**config.mk**
```make
export PLATFORM = sky130hd
export DESIGN_NAME = mem_ctrl
export DESIGN_NICKNAME = d
export VERILOG_FILES = /design/src/rtl/mem_ctrl.sv
export SDC_FILE = /design/constraint.sdc
export NUM_CORES = 1
export LEC_CHECK = 0
export CAP_MARGIN = 20
export CORE_MARGIN = 5
export CORE_UTILIZATION = 45
export DETAILED_ROUTE_END_ITERATION = 6
export PLACE_DENSITY = 0.79
export RECOVER_POWER = 100
export SLEW_MARGIN = 5
export SYNTH_ARGS = -nofsm -noshare
export SYNTH_HDL_FRONTEND = slang
export SYNTH_SLANG_ARGS = --single-unit
export TNS_END_PERCENT = 100
```
**constraint.sdc**
```tcl
create_clock -name clk -period 7.5 [get_ports clk]
set_clock_uncertainty 0.15 [all_clocks]
set_input_delay 0.75 -clock clk [delete_from_list [all_inputs] [get_ports clk]]
set_output_delay 0.75 -clock clk [all_outputs]
set_load 0.03 [all_outputs]
```
**src/rtl/mem_ctrl.sv**
```systemverilog
// Byte-serial load/store controller between the load-store buffer and the byte-wide RAM/IO port.
// Optional IO back-pressure on stores is enabled with `define MEMCTRL_IO_STALL_EN.
`timescale 1ns/1ps
module mem_ctrl (
    input  logic        clk,
    input  logic        rst,
    input  logic        rdy,
    input  logic        valid_from_lsb,
    input  logic [6:0]  inst_type_from_lsb,
    input  logic [31:0] addr_from_lsb,
    input  logic [31:0] data_from_lsb,
    input  logic        rollback_from_rob,
    output logic        valid_to_lsb,
    output logic [31:0] data_to_lsb,
    input  logic [7:0]  mem_din,
    output logic [7:0]  mem_dout,
    output logic [31:0] mem_a,
    output logic        mem_wr,
    input  logic        io_buffer_full
);

    typedef enum logic [1:0] {IDLE, LOAD, STORE, DONE} state_t;

    state_t      state_reg, state_next;
    logic        store_reg, store_next;
    logic [2:0]  funct3_reg, funct3_next;
    logic [31:0] addr_reg, addr_next;
    logic [31:0] data_reg, data_next;
    // Loads: number of addresses issued. Stores: index of the byte on the port.
    logic [2:0]  k_reg, k_next;
    logic [1:0]  cap_reg, cap_next;
    logic        issued_reg, issued_next;
    logic        din_vld_reg, din_vld_next;
    logic [7:0]  lane_reg [4];
    logic [7:0]  lane_next [4];
    logic [31:0] mem_a_reg, mem_a_next;
    logic [7:0]  mem_dout_reg, mem_dout_next;
    logic        mem_wr_reg, mem_wr_next;
    logic        valid_reg, valid_next;
    logic [31:0] rdata_reg, rdata_next;

    logic        capture_en;
    logic [3:0]  lane_hit;
    logic [31:0] word_now;
    logic [2:0]  last_idx;
    logic [2:0]  tgt;
    logic [3:0]  unused_sigs;

    assign unused_sigs = {inst_type_from_lsb[5:3], io_buffer_full};

    function automatic logic io_block(input logic [31:0] a);
`ifdef MEMCTRL_IO_STALL_EN
        return (a[17:16] == 2'b11) && io_buffer_full;
`else
        return 1'b0;
`endif
    endfunction

    function automatic logic [31:0] extend(input logic [2:0] f3, input logic [31:0] w);
        case (f3[1:0])
            2'b00:   return {{24{~f3[2] & w[7]}}, w[7:0]};
            2'b01:   return {{16{~f3[2] & w[15]}}, w[15:0]};
            default: return w;
        endcase
    endfunction

    assign last_idx   = (funct3_reg[1:0] == 2'b00) ? 3'd0 :
                        (funct3_reg[1:0] == 2'b01) ? 3'd1 : 3'd3;
    assign capture_en = (state_reg == LOAD) && !rollback_from_rob && din_vld_reg;
    // A store byte that was not actually written (IO stall or rdy freeze) is retried.
    assign tgt        = mem_wr_reg ? (k_reg + 3'd1) : k_reg;

    generate
        for (genvar gi = 0; gi < 4; gi++) begin : g_lane
            assign lane_hit[gi]          = capture_en && (cap_reg == 2'(gi));
            assign lane_next[gi]         = lane_hit[gi] ? mem_din : lane_reg[gi];
            assign word_now[8*gi +: 8]   = lane_next[gi];
        end
    endgenerate

    always_comb begin
        state_next    = state_reg;
        store_next    = store_reg;
        funct3_next   = funct3_reg;
        addr_next     = addr_reg;
        data_next     = data_reg;
        k_next        = k_reg;
        cap_next      = cap_reg;
        issued_next   = issued_reg;
        din_vld_next  = din_vld_reg;
        mem_a_next    = mem_a_reg;
        mem_dout_next = mem_dout_reg;
        mem_wr_next   = 1'b0;
        valid_next    = 1'b0;
        rdata_next    = rdata_reg;
        case (state_reg)
            IDLE: begin
                mem_a_next    = '0;
                mem_dout_next = '0;
                issued_next   = 1'b0;
                din_vld_next  = 1'b0;
                rdata_next    = '0;
                if (valid_from_lsb && !rollback_from_rob) begin
                    store_next  = inst_type_from_lsb[6];
                    funct3_next = inst_type_from_lsb[2:0];
                    addr_next   = addr_from_lsb;
                    data_next   = data_from_lsb;
                    cap_next    = '0;
                    mem_a_next  = addr_from_lsb;
                    if (inst_type_from_lsb[6]) begin
                        state_next    = STORE;
                        k_next        = 3'd0;
                        mem_dout_next = data_from_lsb[7:0];
                        mem_wr_next   = !io_block(addr_from_lsb);
                    end else begin
                        state_next  = LOAD;
                        k_next      = 3'd1;
                        issued_next = 1'b1;
                    end
                end
            end
            LOAD: begin
                if (rollback_from_rob) begin
                    state_next   = IDLE;
                    mem_a_next   = '0;
                    issued_next  = 1'b0;
                    din_vld_next = 1'b0;
                end else begin
                    din_vld_next = issued_reg;
                    if (din_vld_reg)
                        cap_next = cap_reg + 2'd1;
                    if (k_reg <= last_idx) begin
                        mem_a_next  = addr_reg + {29'd0, k_reg};
                        k_next      = k_reg + 3'd1;
                        issued_next = 1'b1;
                    end else begin
                        mem_a_next  = '0;
                        issued_next = 1'b0;
                    end
                    if (din_vld_reg && ({1'b0, cap_reg} == last_idx)) begin
                        state_next   = DONE;
                        valid_next   = 1'b1;
                        rdata_next   = extend(funct3_reg, word_now);
                        mem_a_next   = '0;
                        issued_next  = 1'b0;
                        din_vld_next = 1'b0;
                    end
                end
            end
            STORE: begin
                if (mem_wr_reg && (k_reg == last_idx)) begin
                    state_next    = DONE;
                    valid_next    = 1'b1;
                    rdata_next    = '0;
                    mem_a_next    = '0;
                    mem_dout_next = '0;
                end else begin
                    k_next        = tgt;
                    mem_a_next    = addr_reg + {29'd0, tgt};
                    mem_dout_next = data_reg[{tgt[1:0], 3'b000} +: 8];
                    mem_wr_next   = !io_block(addr_reg + {29'd0, tgt});
                end
            end
            DONE: begin
                // A pulse swallowed by a rdy freeze is re-issued once rdy returns.
                if (valid_reg || (!store_reg && rollback_from_rob)) begin
                    state_next = IDLE;
                    rdata_next = '0;
                end else begin
                    valid_next = 1'b1;
                end
            end
            default: state_next = IDLE;
        endcase
    end

    always_ff @(posedge clk or negedge rst) begin
        if (!rst) begin
            state_reg    <= IDLE;
            store_reg    <= 1'b0;
            funct3_reg   <= '0;
            addr_reg     <= '0;
            data_reg     <= '0;
            k_reg        <= '0;
            cap_reg      <= '0;
            issued_reg   <= 1'b0;
            din_vld_reg  <= 1'b0;
            for (int i = 0; i < 4; i++)
                lane_reg[i] <= '0;
            mem_a_reg    <= '0;
            mem_dout_reg <= '0;
            mem_wr_reg   <= 1'b0;
            valid_reg    <= 1'b0;
            rdata_reg    <= '0;
        end else if (!rdy) begin
            mem_wr_reg <= 1'b0;
            valid_reg  <= 1'b0;
        end else begin
            state_reg    <= state_next;
            store_reg    <= store_next;
            funct3_reg   <= funct3_next;
            addr_reg     <= addr_next;
            data_reg     <= data_next;
            k_reg        <= k_next;
            cap_reg      <= cap_next;
            issued_reg   <= issued_next;
            din_vld_reg  <= din_vld_next;
            lane_reg     <= lane_next;
            mem_a_reg    <= mem_a_next;
            mem_dout_reg <= mem_dout_next;
            mem_wr_reg   <= mem_wr_next;
            valid_reg    <= valid_next;
            rdata_reg    <= rdata_next;
        end
    end

    assign mem_a        = mem_a_reg;
    assign mem_dout     = mem_dout_reg;
    assign mem_wr       = mem_wr_reg;
    assign valid_to_lsb = valid_reg;
    assign data_to_lsb  = rdata_reg;

endmodule

```
==> results of run 1 <==
final cells by class:
| type | instances | area share |
|---|---|---|
| Multi-Input combinational cell | 668 | 0.4013 |
| Sequential cell | 183 | 0.3780 |
| Timing Repair Buffer | 169 | 0.1360 |
| Clock buffer | 17 | 0.03511 |
| Tap cell | 280 | 0.02892 |
| Clock inverter | 15 | 0.01425 |
| Inverter | 20 | 0.006196 |
| Antenna cell | 1 | 0.0002065 |
layer usage:
layer,vias up,GRT usage
met1,3961,0.2792
met5,-,0
li1,3713,-
met2,302,0.3409
met4,4,0.06309
met3,43,0.06049
logic make-up after synthesis:
family,after synthesis,synth area share
xor+xnor,30,0.02762
mux,119,0.1436
buf+inv,78,0.03376
simple gates,282,0.1514
flops,183,0.4680
fa+ha+maj,19,0.02583
compound gates,218,0.1499
repair_timing:
item                       in CTS  in global routing
hold buffers                    0                  1
setup endpoints to repair       0                  0
buffers inserted                0                  0
hold endpoints to repair        0                  8
how the worst max path moves through the flow:
stage                 startpoint      endpoint  slack, ps  cells after the start
2_1_floorplan             mem_wr      mem_a[5]       4100                     10
3_3_place_gp       funct3_reg[1]      mem_a[5]       3510                      8
3_5_place_dp       funct3_reg[1]      mem_a[5]       3480                      8
4_1_cts            funct3_reg[1]      mem_a[5]       3460                      9
5_1_grt        rollback_from_rob  addr_reg[25]       1690                      6
6_report       rollback_from_rob  data_reg[24]       1960                      6
cell usage after synthesis (7+ instances only):
cell and count:
buf_2 12, o21ai_0 45, xor2_1 18, nor3_1 26
dfrtp_1 183, nor2_1 56, a22o_1 28, a31oi_1 13
a22oi_1 9, and3_1 16, mux2i_1 20, xnor2_1 11
mux2_2 91, ha_1 17, nand3_1 40, nand4_1 7
a221oi_1 17, clkbuf_1 33, mux4_2 8, o31ai_1 7
a21oi_1 48, o21ai_1 9, buf_1 10, inv_1 20
nand2_1 78
stage by stage:
step	util	power [mW]
CTS	0.5611	4.603
global route	0.5604	4.815
finish	0.5604	4.542
global placement	0.5334	3.603
detailed placement	0.5334	3.668
floorplan	-	2.979
critical path, cell delays in order:
cell,delay (ps)
dlygate4sd3_1,680
nor2b_1,80
clkbuf_1,540
nand3_1,1000
clkbuf_1,2130
mux2_2,480
power by group:
part           total, mW  switching, mW  internal, mW  leakage [nW]
clock              0.920          0.442         0.478         0.292
sequential          1.64          0.328          1.31          2.33
combinational       1.98           1.15         0.837          2.72
==> summary by stage, run 1 <==
Status
The flow ran to the end, but the final reports show violations. The final reports fail on max-capacitance violations, max-slew violations.

Worst hold path
In this run the most critical hold path is launched from store_reg. The worst min-delay path endpoint is store_reg. The path class of the tightest hold or removal check is reg -> reg.

Along the worst hold path, the cell count comes to 2.

Setup path
For the worst flop-to-flop path, the logic depth is 5. The maximum fanout along the worst path is 48. The startpoint identified for the worst register-to-register timing path is state_reg[0]. For the worst setup path, the data required time is 7660 ps. The setup path with the least slack is of type in -> reg. The setup check on the worst reg-to-reg path leaves a slack of 2960 ps. Data on the critical path arrives at its endpoint at 5700 ps.

The worst flop-to-flop path endpoint is data_reg[24]. STA classifies the critical path startpoint as a primary input. STA classifies the critical path endpoint as a register.

Synth
The most common flop cell mapped by yosys is dfrtp_1. In this run, synthesis inferred 0 flip-flops with an integrated enable. The average cell area after synthesis is 10.53 µm². The share of synthesized registers carrying an async set or reset is 1.000. The area share of the largest cell type after synthesis is 0.4680. After synthesis the netlist holds a flip-flop and latch count of 183.

The synthesized netlist occupies a cell area of 9786 µm². For this run, the register share of the synthesized area comes to 0.4680. By area the synthesized netlist is led by dfrtp_1, mux2_2, nand2_1. For this run, the number of Yosys warnings is 0. The cell type with the highest aggregate area in the netlist is dfrtp_1.

In the synthesized netlist, the number of instances is 929. Yosys mapped the design onto 68 distinct sky130hd cell types. Counting every net in the synthesized netlist gives 1033.

Drt
The number of iterations in the first detailed-routing pass is 7. The final routed wire length divided by cell count is 19.43 µm. In this run the remaining antenna-violating nets after routing total 0. The met2 wirelength from detailed routing is 12590 µm. The detailed-route wire length is 26300 µm. The total met3 wirelength after detailed routing is 2079 µm. The first-iteration detailed-routing DRC count is 787.

For this block, wires on met1 add up to 11100 µm. For this block, the via count after detailed routing is 8023. The vias per cell is 5.930. The detailed-route DRC error count is 0.

The highest metal layer carrying signal wires in the routed design is met5.

Timing
Static timing analysis puts the maximum clock frequency at 0.1807 GHz. Hold timing on the final database bottoms out at a slack of 324.0 ps. In the finished design, the share of the clock period the worst path needs comes to 0.7380. The worst relative slew slack is -0.9407.

Once routing completed, OpenROAD measured the worst setup slack at 1965 ps. The slew at the pin closest to its max-slew limit is 2911 ps. The sum of negative setup slack is 0 ps. Setup repair after global routing left no endpoint under its margin.

The final number of hold-violating endpoints is 0. The time the final worst path needs with I/O delays and setup is 5535 ps. Setup violations remaining at the end of the flow were counted as 0. The final number of max-transition violations is 111.

Job
The count of maximum capacitance violations is 3.

Global route
For this run, the total global-route usage over all layers was measured as 0.2115. The first global-routing pass estimated 41850 µm of wire. The pin count of the biggest net entering global routing is 112. The remaining global-route overflow is 0.

The via count of the first global-routing pass is 7957. The number of antenna violations at the first check in global routing is 3.

Clock tree
The count of cells resized by post-cts repair is 0. In this run the number of H-tree levels came out at 4. In this run, CTS created clock tree buffers numbering 17. The source-to-sink clock delay at the later pin of the worst-skew pair is 440 ps. The clock-pin slew on the worst setup and hold paths is 70 ps. The TritonCTS clock tree is yes. The clock sink count is 183. The buffer levels on the longest clock path is 2. CTS placed an instance of clkbuf_16 at the clock tree root.

Power
The total leakage power is 5.342 nW. In this run the power density over the cells is 374.9 nW/µm². The worst vdd rail ir drop is 0.2131 mV.

Placement
The number of buffers added on ports is 154. Before CTS, the worst setup slack after placement is 3481 ps. The wire-length estimate of the detail-placed layout is 17700 µm. The number of placed instances, taps included, is 1317. The final estimated routing congestion in global placement is 0.8787. The cell area after placement is 11530 µm².

Finish
Across the whole layout, storage elements account for 4579 µm². In the final layout, the share of cells above drive strength 1 is 0.1455. In the layout the commonest cells are dfrtp_1, mux2_2, nand2_1, dlygate4sd3_1, clkdlybuf4s50_1.

In the final layout, the multi-input gates occupy 4862 µm². The final layout contains 1163 nets. The area growth from synthesis to layout is 23.81%.

The count of filler cells inserted in the layout is 1845. The post-route cell area is 12120 µm². The most common library cell in the layout ignoring fill and taps is dfrtp_1. The number of non-filler instances in the completed layout is 1353.

Floorplan
The horizontal die dimension is 157.5 µm. The initial standard-cell utilization of the core is 0.4526. In this run the vertical extent of the chip is 157.5 µm.

In this run the core area contains 54 standard-cell rows. The standard cell core area is 21620 µm². The number of ports placed on the die boundary is 159. The area enclosed by the die boundary is 24800 µm².
No activity file was read; power rests on OpenSTA's default activity.
==> run 2: changes to the inputs <==
--- a/config.mk
+++ b/config.mk
@@ -9,7 +9,7 @@
 export CORE_MARGIN = 5
 export CORE_UTILIZATION = 45
 export DETAILED_ROUTE_END_ITERATION = 6
-export PLACE_DENSITY = 0.79
+export PLACE_DENSITY = 0.82
 export RECOVER_POWER = 100
 export SLEW_MARGIN = 5
 export SYNTH_ARGS = -nofsm -noshare
==> constraint.sdc (replaced) <==
create_clock -name clk -period 4.8 [get_ports clk]
set_clock_uncertainty 0.15 [all_clocks]
set_input_delay 0.48 -clock clk [delete_from_list [all_inputs] [get_ports clk]]
set_output_delay 0.48 -clock clk [all_outputs]
set_load 0.03 [all_outputs]
==> run 2 against run 1 <==
The run still ends with max-capacitance violations, max-slew violations left; flip-flop and latch count did not move; die area did not move; first-iteration DRC count fell by 13%; non-clock buffer count rose by 2; core utilization fell by 0.064 points; critical path type unchanged.
==> summary by stage, run 2 (same netlist as run 1, synthesis figures left out) <==
Drt
After detailed routing, the average wire length per cell comes to 19.61 µm. The detailed-route DRC error count is 0. The first routing iteration left 683 violations. Detailed routing inserted a total of 8125 vias. Dividing the detail-routed via count by the number of cells gives 5.996. The detail route stage leaves a number of antenna-violating nets equal to 0. Wires add up to 26570 µm.

The number of iterations in the first detailed-routing pass is 7.

Floorplan
The site row count is 54. In this run the standard cell core region covers 21620 µm². The die covers 24800 µm². During I/O placement, the number of pins put on the boundary was 159.

The horizontal die dimension is 157.5 µm. The initial standard-cell utilization of the core is 0.4526. The y dimension of the die is 157.5 µm.

Status
The checks that failed: max-capacitance violations, max-slew violations. The run finished, with violations left.

Job
The count of maximum capacitance violations is 1.

Global route
The global-route wire length before repair is 42470 µm. The pin count of the biggest net entering global routing is 93. The number of antenna violations at the first check in global routing is 3. After global routing the overflow that remains totals 0.

The global-route usage over all layers is 0.2146. The via count of the first global-routing pass is 8143.

Setup path
The maximum fanout along the worst path is 51. For the worst setup path, the data arrival time is 4480 ps. The worst setup path is captured at a register. The critical path in this run is classified as in -> reg. Traced cell by cell, the critical path runs through dlygate4sd3_1 -> nor2b_1 -> clkbuf_1 -> nand3_1 -> clkbuf_4 -> mux2_2. STA classifies the critical path startpoint as a primary input. STA puts the critical path data required time at 4960 ps. The category of cells accounting for the largest share of critical-path delay is buffers and inverters.

The slowest cell on the critical path is nand3_1. The critical path contains buffers and inverters numbering 3 combined. On the worst path, the slowest cell contributes a delay of 1000 ps.

Finish
The library cell used most frequently in the layout, excluding fill and tap cells, is dfrtp_1. Leaving out filler cells and counting taps, the final layout contains 1355. Relative to the synthesized area, the layout overhead comes to 23.67%. For this run, the share of the core covered by cells in the final layout is 0.5597.

The number of nets in the layout is 1165. Counting the fill cells in the layout gives 1834. In the layout the commonest cells are dfrtp_1, mux2_2, nand2_1, clkdlybuf4s50_1, dlygate4sd3_1. In the final layout, the share of cells above drive strength 1 is 0.1518.

Placement
The number of buffers added on ports is 154. The total half-perimeter wirelength after legalization and detailed placement is 18230 µm. The final estimated routing congestion in global placement is 0.8947. The number of placed instances, taps included is 1321.

The worst slack at placement is 1094 ps.

Timing
The time the final worst path needs with I/O delays and setup is 4319 ps. Setup repair after global routing left no endpoint under its margin. The final setup violation count is 0.

The final number of max-transition violations is 93. The slew at the pin closest to its max-slew limit is 2296 ps. The worst pin sits at a relative slew slack of -0.5306.

The final number of hold-violating endpoints is 0. The peak clock frequency supported by timing is 0.2315 GHz. In the post-route analysis, the smallest setup slack over all paths is 480.8 ps. Dividing the final minimum period by the clock period gives 0.8998. In the final timing run, aggregate negative setup slack is 0 ps.

Clock tree
The clock net in this run drives a total of 183 sinks. The H-tree depth reported by CTS is 4. The clock-pin slew on the worst setup and hold paths is 70 ps. The number of buffers inserted during clock tree synthesis is 17.

The source-to-sink clock delay at the later pin of the worst-skew pair is 440 ps. Hold repair after CTS inserted 0 buffers. TritonCTS built the clock tree.

The count of cells resized by post-cts repair is 0. The buffer count from post-CTS setup fixing is 0. The cell at the root of the clock tree is clkbuf_16.

The buffer levels on the longest clock path is 2.

Power
The total leakage power is 5.349 nW. For this design the ratio of total power to cell area is 587.3 nW/µm². Across the VDD grid, the largest voltage drop is 0.3443 mV.

Worst hold path
The worst hold path belongs to the class reg -> reg.
run 2: metrics by stage:
step / cell area, µm² / total power, mW / hold slack [ps]
after CTS: 12160 / 7.194 / 3.951
after global routing: 12100 / 7.537 / 353.3
after floorplan: 9786 / 4.655 / 34.41
after detailed placement: 11560 / 5.767 / 316.1
final: 12100 / 7.108 / 324.2
after global placement: 11560 / 5.643 / 307.9
run 2: final timing paths:
path | startpoint | endpoint | slack, ps | cells after the start
setup / recovery | rollback_from_rob | data_reg[11] | 480 | 6
hold / removal | data_to_lsb[3] | data_to_lsb[3] | 320 | 2
setup reg to reg | funct3_reg[1] | mem_a[5] | 850 | 9
hold reg to reg | data_to_lsb[3] | data_to_lsb[3] | 320 | 2
max in group asynchronous | rst | data_reg[13] | 1780 | 2
min in group asynchronous | rst | mem_a[6] | 550 | 1
run 2: worst register-to-register path: cells and delay by family, from the launching register on:
kind                     cells  cell delay, ps
AO/OA/AOI/OAI                3            1120
adder cells (fa/ha/maj)      1             360
AND/OR/NAND/NOR              3             770
flip-flops                   1             800
buffers and inverters        2             690
run 2: routing by layer:
layer  global-route usage  wire [µm]  vias up
li1                     -          -     3702
met1               0.2757      10820     3978
met2               0.3495      12790      382
met3              0.05801       2332       59
met4              0.07948        597        4
met5                    0         27        -
run 2: area by class of cell:
type | instances | area [µm²] | share of cell area
diodes | 1 | 2.502 | 0.0002068
inverters | 20 | 75.07 | 0.006203
clock inverters | 15 | 167.7 | 0.01385
repair buffers | 171 | 1644 | 0.1359
well taps | 280 | 350.3 | 0.02895
multi-input cells | 668 | 4857 | 0.4014
clock buffers | 17 | 425.4 | 0.03515
flip-flops and latches | 183 | 4579 | 0.3784
run 2: where the power goes:
group	internal, mW	leakage (nW)	switching (mW)
Combinational	1.31	2.73	1.82
Clock	0.708	0.289	0.708
Sequential	2.05	2.33	0.514
==> run 3: changes to the inputs <==
--- a/config.mk
+++ b/config.mk
@@ -9,7 +9,7 @@
 export CORE_MARGIN = 5
 export CORE_UTILIZATION = 45
 export DETAILED_ROUTE_END_ITERATION = 6
-export PLACE_DENSITY = 0.82
+export PLACE_DENSITY = 0.79
 export RECOVER_POWER = 100
 export SLEW_MARGIN = 5
 export SYNTH_ARGS = -nofsm -noshare
==> constraint.sdc (replaced) <==
create_clock -name clk -period 4.08 [get_ports clk]
set_clock_uncertainty 0.15 [all_clocks]
set_input_delay 0.408 -clock clk [delete_from_list [all_inputs] [get_ports clk]]
set_output_delay 0.408 -clock clk [all_outputs]
set_load 0.03 [all_outputs]
==> run 3 against run 2 <==
The run ends with design-rule violations, max-capacitance violations, max-slew violations left; power rose by 17%; die area unchanged; via count is 0.79% lower; count of clock-buffer cells in the layout unchanged; sequential power grew 18%; largest cell class unchanged; combinational power up 17%.
==> summary by stage, run 3 (same netlist as run 1, synthesis figures left out) <==
Setup path
The critical path in this run is classified as in -> reg. The signal on the critical path passes through dlygate4sd3_1 -> nor2b_1 -> clkbuf_1 -> nand3_1 -> buf_6 -> mux2_2. The worst setup path is launched from a primary input. In this run the worst path has a maximum fanout of 50. The kind of end point of the critical path is a register. The largest single stage delay on the critical path is 970 ps. The count of cells along the worst register-to-register path is 9.

The slowest cell on the critical path is nand3_1. At the worst endpoint, the required time is 4240 ps. The signal arrival time at the worst endpoint is 4000 ps.

Timing
Setup total negative slack on the finished layout was measured at 0 ps. The routed design could run at a clock period as short as 3831 ps. The share of the cycle needed by the critical path after routing is 0.9390.

Setup repair after global routing left no endpoint under its margin. The final number of max-transition violations is 84. The peak clock frequency supported by timing is 0.2610 GHz. The final number of hold-violating endpoints is 0. The final worst slack is 249.1 ps. Setup violations remaining at the end of the flow were counted as 0. The slew at the pin closest to its max-slew limit is 2048 ps. Measured against its own limit, the worst slew margin works out to -0.3653.

Power
Summed over all nets, the switching power comes to 3.504 mW. For this design the ratio of total power to cell area is 687.6 nW/µm². The share of total power dissipated in sequential elements is 0.363. Of the total power, the share spent switching nets is 0.4209. The internal cell power is 4.821 mW. The portion of total power attributed to the clock network is 0.198.

The worst vdd rail ir drop is 0.4448 mV. The combinational share of power is 0.439. Summed over all cells, the static leakage comes to 5.353 nW.

Finish
The proportion of layout cells with a drive suffix above 1 is 0.1523. The area growth from synthesis to layout is 23.72%. Leaving out fill and tap cells, the most frequent cell in the layout is dfrtp_1. 0 antenna diodes ended up in the layout.

The core occupancy in the finished layout is 0.5600. The count of filler cells inserted in the layout is 1844. The number of nets in the layout is 1168. In the layout the commonest cells are dfrtp_1, mux2_2, nand2_1, clkdlybuf4s50_1, dlygate4sd3_1.

Clock tree
The tree is rooted in a clkbuf_16. The number of buffers inserted during clock tree synthesis is 17. The count of cells resized by post-cts repair is 0.

The source-to-sink clock delay at the later pin of the worst-skew pair is 440 ps. The buffer count from post-CTS setup fixing is 0. After clock tree synthesis, the clock-pin slew on the worst setup and hold paths is 70 ps. The clock sink count is 183. Counting along the longest clock path gives a buffer depth of 2. The H-tree depth reported by CTS is 4. TritonCTS built the clock tree. The number of buffers inserted for hold repair after clock tree synthesis is 1.

Drt
After detailed routing, the number of remaining DRC violations is 18. The detailed-route wire length is 26270 µm. The vias per cell is 5.940. After detailed routing, the average wire length per cell comes to 19.36 µm. The number of routed nets with antenna violations is 0. The total vias in the final route is 8061. The first detailed-routing pass ran for 7 iterations.

For this block, the initial DRC count from the detailed router was 797.

Floorplan
The site row count is 54. For this configuration, the core starts out at a cell density of 0.4526. The horizontal die dimension is 157.5 µm. The die covers 24800 µm².

The y dimension of the die is 157.5 µm. In this run the count of I/O pins placed on the die edge is 159. The standard cell core area is 21620 µm².

Global route
The number of antenna violations at the first check in global routing was 1. The remaining global-route overflow is 0. The global-route wire length before repair is 42390 µm. The global-route usage over all layers is 0.2140.

The via count of the first global-routing pass is 7925. The pin count of the biggest net entering global routing is 84.

Placement
The number of buffers added on ports is 154. The worst slack at placement is 490.2 ps. The final estimated routing congestion in global placement is 0.9285. Once detailed placement completed, the half-perimeter wirelength came to 18340 µm.

Job
Across the run, the number of max-cap violations was 1.

Worst hold path
The path class of the tightest hold or removal check is reg -> reg. The worst hold path was traced through 2 stages.

Status
The flow ran to the end, but the final reports show violations. The final reports fail on design-rule violations, max-capacitance violations, max-slew violations.
-- run 3: area by class of cell --
class / instances / area [µm²] / area share
multi-input combinational: 668 / 4857 / 0.4012
sequential: 183 / 4579 / 0.3783
timing repair buffer: 174 / 1667 / 0.1377
clock buffer: 17 / 425.4 / 0.03514
tap: 280 / 350.3 / 0.02894
clock inverter: 15 / 152.6 / 0.01261
inverter: 20 / 75.07 / 0.006201
-- run 3: layer usage --
metal	track usage	vias to the layer above	routed length, µm
met5	0	-	19
li1	-	3711	-
met2	0.3356	332	12310
met3	0.05142	61	1979
met1	0.2971	3955	11320
met4	0.06309	2	653
-- run 3: stage by stage --
| stage | hold slack [ps] | cells | power (mW) | instance area (µm²) |
|---|---|---|---|---|
| floorplan | -37.59 | 929 | 5.476 | 9786 |
| global placement | 310.9 | 1324 | 6.654 | 11610 |
| detailed placement | 318.1 | 1324 | 6.775 | 11610 |
| CTS | 331.5 | 1357 | 8.455 | 12200 |
| global route | 345.9 | 1357 | 8.843 | 12110 |
| finish | 322.9 | 1357 | 8.325 | 12110 |
-- run 3: path summary, 6_finish.rpt --
| path | end | slack, ps | from |
|---|---|---|---|
| max | addr_reg[17] | 250 | rollback_from_rob |
| min | data_to_lsb[2] | 320 | data_to_lsb[2] |
| max reg2reg | mem_a[31] | 460 | funct3_reg[1] |
| min reg2reg | data_to_lsb[2] | 320 | data_to_lsb[2] |
| max in group asynchronous | mem_a[18] | 770 | rst |
| min in group asynchronous | addr_reg[6] | 930 | rst |
-- run 3: worst max-delay path: cells and delay by family --
kind	cells	cell delay, ps
buffers and inverters	3	2120
and+or+nand+nor	2	1110
muxes	1	340
-- run 3: power by group through the flow --
stage | logic, mW | registers, mW | clock network, mW
after CTS | 3.76 | 3.01 | 1.68
after global placement | 3.65 | 3.01 | 0
final | 3.65 | 3.02 | 1.65
after detailed placement | 3.74 | 3.03 | 0
after global routing | 3.98 | 3.11 | 1.75
after floorplan | 2.28 | 3.19 | 0
